### config.mk
export PLATFORM = sky130hd
export DESIGN_NAME = ets_phase_sequencer
export DESIGN_NICKNAME = d
export VERILOG_FILES = /design/src/rtl/ets_phase_sequencer.sv
export SDC_FILE = /design/constraint.sdc
export NUM_CORES = 2
export LEC_CHECK = 0
export CAP_MARGIN = 25
export CORE_ASPECT_RATIO = 1.5
export CORE_UTILIZATION = 37
export DETAILED_ROUTE_END_ITERATION = 7
export GPL_ROUTABILITY_DRIVEN = 0
export GPL_TIMING_DRIVEN = 0
export SYNTH_ARGS = -nofsm -noshare
export SYNTH_HDL_FRONTEND = slang
export SYNTH_SLANG_ARGS = --single-unit
### constraint.sdc
create_clock -name free_run_clk -period 5.95 [get_ports free_run_clk]
set_input_delay 1.785 -clock free_run_clk [delete_from_list [all_inputs] [get_ports free_run_clk]]
set_output_delay 1.785 -clock free_run_clk [all_outputs]
set_load 0.01 [all_outputs]
### src/rtl/ets_phase_sequencer.sv
// Plays a writable pattern table onto the GTH TX word, one word per cycle, with periodic trigger and run control.
// Latency: start sampled to first word on gth_data is 1 cycle; table writes are visible from the next read onward.
// Backpressure: none; the GTH port accepts a word every cycle, and start/stop are plain levels sampled each cycle.
module ets_phase_sequencer #(
    parameter int DATA_W     = 80,
    parameter int NUM_PHASES = 16,
    parameter int IDX_W      = 4,
    parameter int DIV_W      = 8,
    parameter int BURST_W    = 16
) (
    input  logic                free_run_clk,
    input  logic                rst_n,
    input  logic                cfg_we,
    input  logic [IDX_W-1:0]    cfg_addr,
    input  logic [DATA_W-1:0]   cfg_wdata,
    input  logic [IDX_W:0]      cfg_num_phases,
    input  logic [DIV_W-1:0]    cfg_div,
    input  logic [BURST_W-1:0]  cfg_burst,
    input  logic                start,
    input  logic                stop,
    output logic [DATA_W-1:0]   gth_data,
    output logic [IDX_W-1:0]    phase_idx,
    output logic                trig_pulse,
    output logic                busy,
    output logic                done
);

    typedef enum logic [1:0] {
        ST_IDLE     = 2'd0,
        ST_RUN      = 2'd1,
        ST_STOPPING = 2'd2
    } state_t;

    state_t             state;
    logic [DATA_W-1:0]  tbl [NUM_PHASES];

    // Run configuration captured at start; later config changes do not disturb a run.
    logic [IDX_W:0]     n_lat;
    logic [DIV_W-1:0]   d_lat;
    logic [BURST_W-1:0] b_lat;

    // Period number of the word on gth_data, and that period number modulo (D+1).
    logic [BURST_W-1:0] per_cnt;
    logic [DIV_W-1:0]   div_cnt;

    logic [IDX_W:0]     n_clamp;
    logic               last_phase;
    logic               burst_last;
    logic [IDX_W-1:0]   nxt_idx;
    logic [DIV_W-1:0]   nxt_div;

    // Clamp the requested period length into 1..NUM_PHASES.
    always_comb begin
        n_clamp = cfg_num_phases;
        if (cfg_num_phases == '0)
            n_clamp = (IDX_W+1)'(1);
        else if (cfg_num_phases > (IDX_W+1)'(NUM_PHASES))
            n_clamp = (IDX_W+1)'(NUM_PHASES);
    end

    // Position decode for the word currently on gth_data and the step to the next one.
    always_comb begin
        last_phase = ({1'b0, phase_idx} == (n_lat - (IDX_W+1)'(1)));
        burst_last = (b_lat != '0) && (per_cnt == (b_lat - BURST_W'(1)));
        nxt_idx    = last_phase ? '0 : (phase_idx + IDX_W'(1));
        nxt_div    = (div_cnt == d_lat) ? '0 : (div_cnt + DIV_W'(1));
    end

    // Pattern table: cleared by reset, writable at any time; out-of-range addresses are dropped.
    // Reads in the sequencer use the pre-edge contents, so a same-edge write shows the old word.
    always_ff @(posedge free_run_clk or negedge rst_n) begin
        if (!rst_n) begin
            for (int i = 0; i < NUM_PHASES; i++)
                tbl[i] <= '0;
        end else if (cfg_we && ({1'b0, cfg_addr} < (IDX_W+1)'(NUM_PHASES))) begin
            tbl[cfg_addr] <= cfg_wdata;
        end
    end

    // Run-control FSM with all outputs registered.
    always_ff @(posedge free_run_clk or negedge rst_n) begin
        if (!rst_n) begin
            state      <= ST_IDLE;
            n_lat      <= (IDX_W+1)'(1);
            d_lat      <= '0;
            b_lat      <= '0;
            per_cnt    <= '0;
            div_cnt    <= '0;
            gth_data   <= '0;
            phase_idx  <= '0;
            trig_pulse <= 1'b0;
            busy       <= 1'b0;
            done       <= 1'b0;
        end else begin
            done       <= 1'b0;
            trig_pulse <= 1'b0;
            case (state)
                ST_IDLE: begin
                    gth_data  <= '0;
                    phase_idx <= '0;
                    busy      <= 1'b0;
                    // start wins over a simultaneous stop; stop alone is meaningless here.
                    if (start) begin
                        n_lat      <= n_clamp;
                        d_lat      <= cfg_div;
                        b_lat      <= cfg_burst;
                        per_cnt    <= '0;
                        div_cnt    <= '0;
                        gth_data   <= tbl[0];
                        phase_idx  <= '0;
                        trig_pulse <= 1'b1;
                        busy       <= 1'b1;
                        state      <= ST_RUN;
                    end
                end
                ST_RUN, ST_STOPPING: begin
                    // A run ends after the last phase of the final burst period, or of the
                    // current period once stop has been seen (including stop on that last phase).
                    if (last_phase && (burst_last || state == ST_STOPPING || stop)) begin
                        gth_data  <= '0;
                        phase_idx <= '0;
                        busy      <= 1'b0;
                        done      <= 1'b1;
                        state     <= ST_IDLE;
                    end else begin
                        gth_data  <= tbl[nxt_idx];
                        phase_idx <= nxt_idx;
                        if (last_phase) begin
                            per_cnt    <= per_cnt + BURST_W'(1);
                            div_cnt    <= nxt_div;
                            trig_pulse <= (nxt_div == '0);
                        end
                        if (state == ST_RUN && stop)
                            state <= ST_STOPPING;
                    end
                end
                default: begin
                    gth_data  <= '0;
                    phase_idx <= '0;
                    busy      <= 1'b0;
                    state     <= ST_IDLE;
                end
            endcase
        end
    end

endmodule

== After elaboration in Yosys (flattened, before gate mapping) ==
Index checks and enable logic that the tools add are counted.

* Register bits: 1,422
* Bits in latches: 0
* Memory bits (writable): 0
* Memory bits (read-only): 0
* Output and inout port bits: 87
* Memories kept: 0

* Add/sub/neg operators: 5
* Multiply operators: 0
* Divide/modulo/power cells: 0
* Magnitude comparators: 4
* Eq/ne operators: 10
* Shift operators: 0
* Muxes and demuxes: 35
* Bitwise gates (word level): 2
* Reductions and logical operators: 15

{| class="wikitable"
|+ Operators with widths
! operator !! count
|-
| $bwmux W1280 || 1
|-
| $mux W80 || 5
|-
| $bmux W80 S4 || 1
|-
| $demux W80 S4 || 1
|-
| $pmux W80 S2 || 1
|-
| $mux W16 || 3
|-
| $mux W8 || 4
|-
| $pmux W16 S2 || 1
|-
| $add A16 B1 Y16 const B || 1
|-
| $eq A16 B16 Y1 || 1
|-
| $pmux W8 S2 || 1
|-
| $reduce_bool A16 Y1 || 1
|-
| $sub A16 B1 Y16 const B || 1
|-
| $mux W4 || 3
|-
| $ge A5 B5 Y1 const B || 2
|-
| $mux W5 || 2
|-
| $not A4 Y5 || 2
|-
| $add A8 B1 Y8 const B || 1
|-
| $eq A8 B8 Y1 || 1
|-
| $logic_not A8 Y1 || 1
|-
| $ne A2 B2 Y1 const B || 4
|-
| $mux W1 || 6
|-
| $mux W2 || 3
|-
| $eq A4 B5 Y1 || 1
|-
| other kinds (17) || 23
|}

== Logic depth before layout (Yosys ltp) ==
* Depth in word-level cells: 9
* Mapped depth: 14
* Depth with buffers taken out: 10

== Least setup slack after synthesis ==
No wires, ideal clock.

* Kind: input-to-reg
* From: input cfg_addr[3]
* To: register tbl[1000] (netlist bit)
* Library setup time: 0.125 ns
* Data arrival time: 3.210 ns
* Required time: 5.825 ns
* Setup slack: 2.615 ns
* Cell stages on the path: 5
* Cell sequence: nor3b_1 and3_1 clkbuf_1 clkbuf_1 mux2_2

* Cells in the longest elaborated chain, start to end: 6
* Elaborated cells on any way between the ends: 7
* Classes of those cells: order compare: 2; mux: 3; bitwise: 1; reduce/logical: 1

{| class="wikitable"
|+ RTL lines
! what !! RTL line !! text
|-
| start: declaration || 14 || <nowiki>input logic [IDX_W-1:0] cfg_addr,</nowiki>
|-
| $not A4 Y5 (not written as such) (*) || 76 || <nowiki>tbl[cfg_addr] <= cfg_wdata;</nowiki>
|-
| $ge A5 B5 Y1 (not written as such) or $lt A5 B1 Y1 (tied branches) || 76 ||
|-
| $logic_and A1 B1 Y1 (not written as such) || 76 ||
|-
| $mux W80 (not written as such) || 76 ||
|-
| $demux W80 S4 (*) || 76 ||
|-
| $bwmux W1280 (*) || 76 ||
|-
| end signal: indexed assignment || 76 ||
|-
| end: declaration || 35 || <nowiki>logic [DATA_W-1:0] tbl [NUM_PHASES];</nowiki>
|}

Mark *: on every way between the ends. The rest lies on a longest branch, timed or not.
A chain may end at the register's enable or synchronous reset.

== Final worst setup path ==
* From: register n_lat[0]
* To: register gth_data[8]

* Cells in the longest elaborated chain, start to end: 9
* Elaborated cells on any way between the ends: 10
* Classes of those cells: add/sub: 1; eq/ne: 1; mux: 6; bitwise: 1; reduce/logical: 1

{| class="wikitable"
|+ RTL lines
! what !! RTL line !! text
|-
| start: declaration || 38 || <nowiki>logic [IDX_W:0] n_lat;</nowiki>
|-
| start signal: assignment || 84 || <nowiki>n_lat <= (IDX_W+1)'(1);</nowiki>
|-
| start signal: assignment || 104 || <nowiki>n_lat <= n_clamp;</nowiki>
|-
| $sub A5 B1 Y5 (*) || 63 || <nowiki>last_phase = ({1'b0, phase_idx} == (n_lat - (IDX_W+1)'(1)));</nowiki>
|-
| $eq A4 B5 Y1 (*) || 63 ||
|-
| $mux W4 || 65 || <nowiki>nxt_idx = last_phase ? '0 : (phase_idx + IDX_W'(1));</nowiki>
|-
| $not A4 Y5 (not written as such) || 126 || <nowiki>gth_data <= tbl[nxt_idx];</nowiki>
|-
| $bmux W80 S4 || 126 ||
|-
| $mux W80 (not written as such) (2 in series) || 126 ||
|-
| $mux W80 (*) || 119 || <nowiki>if (last_phase && (burst_last || state == ST_STOPPING || stop)) begin</nowiki>
|-
| $pmux W80 S2 (*) || 97 || <nowiki>case (state)</nowiki>
|-
| end signal: assignment || 109 || <nowiki>gth_data <= tbl[0];</nowiki>
|-
| end signal: assignment || 126 ||
|-
| end: declaration || 21 || <nowiki>output logic [DATA_W-1:0] gth_data,</nowiki>
|}

Mark *: on every way between the ends. The rest lies on a longest branch, timed or not. The select of a mux whose other input is x is not followed.

==> flow_metrics.tcl <==
set metrics [dict create \
    root_buffer "clkbuf_16" \
    path_clk_slew_ps 60 \
    hold_violations 0 \
    fmax_mhz 196 \
    clockBufferDepth 3 \
    syn_nets 5061 \
    io_buffers 202 \
    grt_pass1_wl_um 377000 \
    crit_arrival_ps 5750 \
    setup_viol_count_final 0 \
    via_per_inst 6.23 \
    ys_seq_area_share_pct 55.0 \
    synth-xor-area-share_pct 0.514 \
    track_usage_pct 30.8 \
    dp_cells 7510 \
    synth_top_family_by_area "multiplexers" \
    synth_common_cells "1421 x dfrtp_1, 1387 x mux2_2, 353 x clkbuf_1" \
    synthMuxAreaShare_pct 27.9 \
    cts_buffers 147 \
    synth_warnings 0 \
    synth_ff_type "dfrtp_1" \
    ys_types 74 \
    core-area_um2 173000 \
    yosysMostFrequentCell "dfrtp_1" \
    min_period_over_period_pct 85.6 \
    die_h_um 514 \
    path_max_fanout 10 \
    drive_gt1_share_pct 34.5 \
    die-area_um2 177000 \
    synth_edf_count 0 \
    worst-setup-path-type "flip-flop to flip-flop" \
    finClkSkew_ps 29.6 \
    cellPowerDensity_nw_per_um2 498 \
    violations "design-rule violations" \
    slew_headroom_pct 16.4 \
    cts_tree "yes" \
    antenna_left 0 \
    grt_pass1_vias 48200 \
    ios 205 \
    hp-class "flip-flop to flip-flop" \
    num_rows 187 \
    htree_num_levels 4 \
    num-fill-cells 15800 \
    cap_viol_max_count 0 \
    grt_max_degree 185 \
    worst_ir_drop_vdd_v 0.000371 \
    detailed_place_hpwl_um 186000 \
    yosysTopAreaCellShare_pct 54.9 \
    status "finished with violations" \
    vias 48600 \
    first_iter_violations 5426 \
    start_util_pct 37.4 \
    utilization_pct 44.2 \
    cts_setup_buffers 0 \
    critPathCaptureType "flip-flop" \
    yosysTopAreaCell "dfrtp_1" \
    syn_area_per_cell_um2 13.1 \
    synth_compound_area_share_pct 10.7 \
    ys_seq_elements 1422 \
    rsz0062_at_grt "false" \
    clkLatencyLatePin_ps 840 \
    fin_nets 5520 \
    grt_overflow 0 \
    cts_hold_buf 0 \
    synth_area_leaders "dfrtp_1 55%, mux2_2 24%, mux2i_1 3.8%, a221oi_1 2.2%, clkbuf_1 2.0%" \
    drc 31 \
    drtPass1Iterations 8 \
    antenna_found_initial 35 \
    worstPathRequired_ps 6610 \
    synth-async-reset-ratio_pct 100 \
    fin_setup_tns_ps 0 \
    area_delta_synth_final_pct 18.2 \
    min_period_ps 5090 \
    cts_sinks 1422 \
    syn-cell-area_um2 64800 \
    wl_per_cell_um 35.2 \
    die-width_um 344 \
    p_leak_nw 32.0 \
    drt_wl_total_um 275000 \
    cts_resized 0 \
    drv_slew 0 \
    synthCells 4934 \
    startpoint_type "flip-flop" \
    final_cells 7797 \
    synth_fa_ha_area_share_pct 0.174 \
    tightest_slew_ps 1250 \
    yosys.area_share.simple_pct 2.80 \
]
==> cells by family after synthesis <==
kind of cell               Yosys count
buffers and inverters              470
muxes                             1630
and+or+nand+nor                    407
xor gates and xnor gates            38
AOI/OAI and AO/OA                  958
adders and majority gates            9
DFF                               1422
==> per-layer routing <==
layer	global-route usage, %	vias to the layer above	share of wire (%)
met5	1.25	-	0.19
met3	11.5	1012	11
li1	-	19400	-
met4	23.3	40	9.0
met2	45.8	2888	44
met1	35.7	25200	36
==> path summary, 6_finish.rpt <==
check                              start  slack (ps)           end  cells after the start
max in group asynchronous          rst_n        1490  gth_data[73]                      5
worst min register to register  tbl[821]         500      tbl[821]                      1
min in group asynchronous          rst_n         880  gth_data[38]                      1
worst max register to register  n_lat[0]         860   gth_data[8]                     11
worst min-delay path            tbl[821]         500      tbl[821]                      1
worst max-delay path            n_lat[0]         860   gth_data[8]                     11
==> through the flow <==
stage	power [mW]	worst slack [ps]	instance area, um2	hold WS [ps]
after floorplan	21.6	2610	64800	470
after global routing	39.4	775	76500	506
after CTS	37.8	896	76500	502
final	38.2	857	76600	504
after detailed placement	28.1	527	71600	488
after global placement	27.7	-61520	69600	481
==> report_power, final <==
part / switching [mW] / internal [mW] / total, mW
logic: 9.29 / 5.79 / 15.1
registers: 1.31 / 12.1 / 13.4
clock network: 4.23 / 5.44 / 9.68
total: 14.8 / 23.3 / 38.2
==> worst max-delay path, stage by stage (launching register included) <==
cell and delay (ps):
dfstp_2 570, inv_1 70, ha_1 300, xnor2_1 130, a211o_1 320, a311oi_4 410, nand2_1 170, nand2_1 730
buf_2 550, clkbuf_1 800, o31ai_1 240, a22oi_1 590
==> cell type report <==
cell class              count  area [um2]  share of cell area, %
well taps                2268        2840                   3.71
plain buffers             458        2010                   2.62
clock buffers             216        4260                   5.57
flip-flops and latches   1422       35600                   46.5
diodes                     13        32.5                 0.0425
clock inverters            56         659                  0.861
repair buffers            310        3920                   5.12
inverters                  12        45.0                 0.0588
multi-input cells        3042       27200                   35.6
==> flip-flops by register name, summed over array words and instances (netlist names) <==
register and cells:
b_lat 16, busy 1, d_lat 8, div_cnt 8, done 1, gth_data 80, n_lat 5, per_cnt 16
phase_idx 4, state 2, tbl 1280, trig_pulse 1
==> cell usage in the layout, fill, tap and decap left out, types with 9 or more instances in the layout <==
cell type and n:
buf_8 80, nor3_1 9, buf_6 13, clkbuf_2 75, and3_1 9, dfrtp_1 1421
bufinv_16 10, nand2_1 112, mux2i_1 243, buf_2 64, nand2b_1 11, diode_2 13
clkbuf_16 151, a221oi_1 159, ha_1 9, xor2_1 18, or3_1 12, clkbuf_1 321
buf_16 21, clkbuf_8 24, a211oi_1 159, o31ai_1 86, xnor2_1 20, nand3_1 17
a21oi_1 102, inv_1 11, clkdlybuf4s50_1 201, clkinv_2 25, a22oi_1 79, nor2_1 190
o21ai_0 91, buf_1 20, o22ai_1 160, buf_4 9, o311ai_0 75, mux2_2 1387
Note: power is estimated with default switching activity, not from simulation.
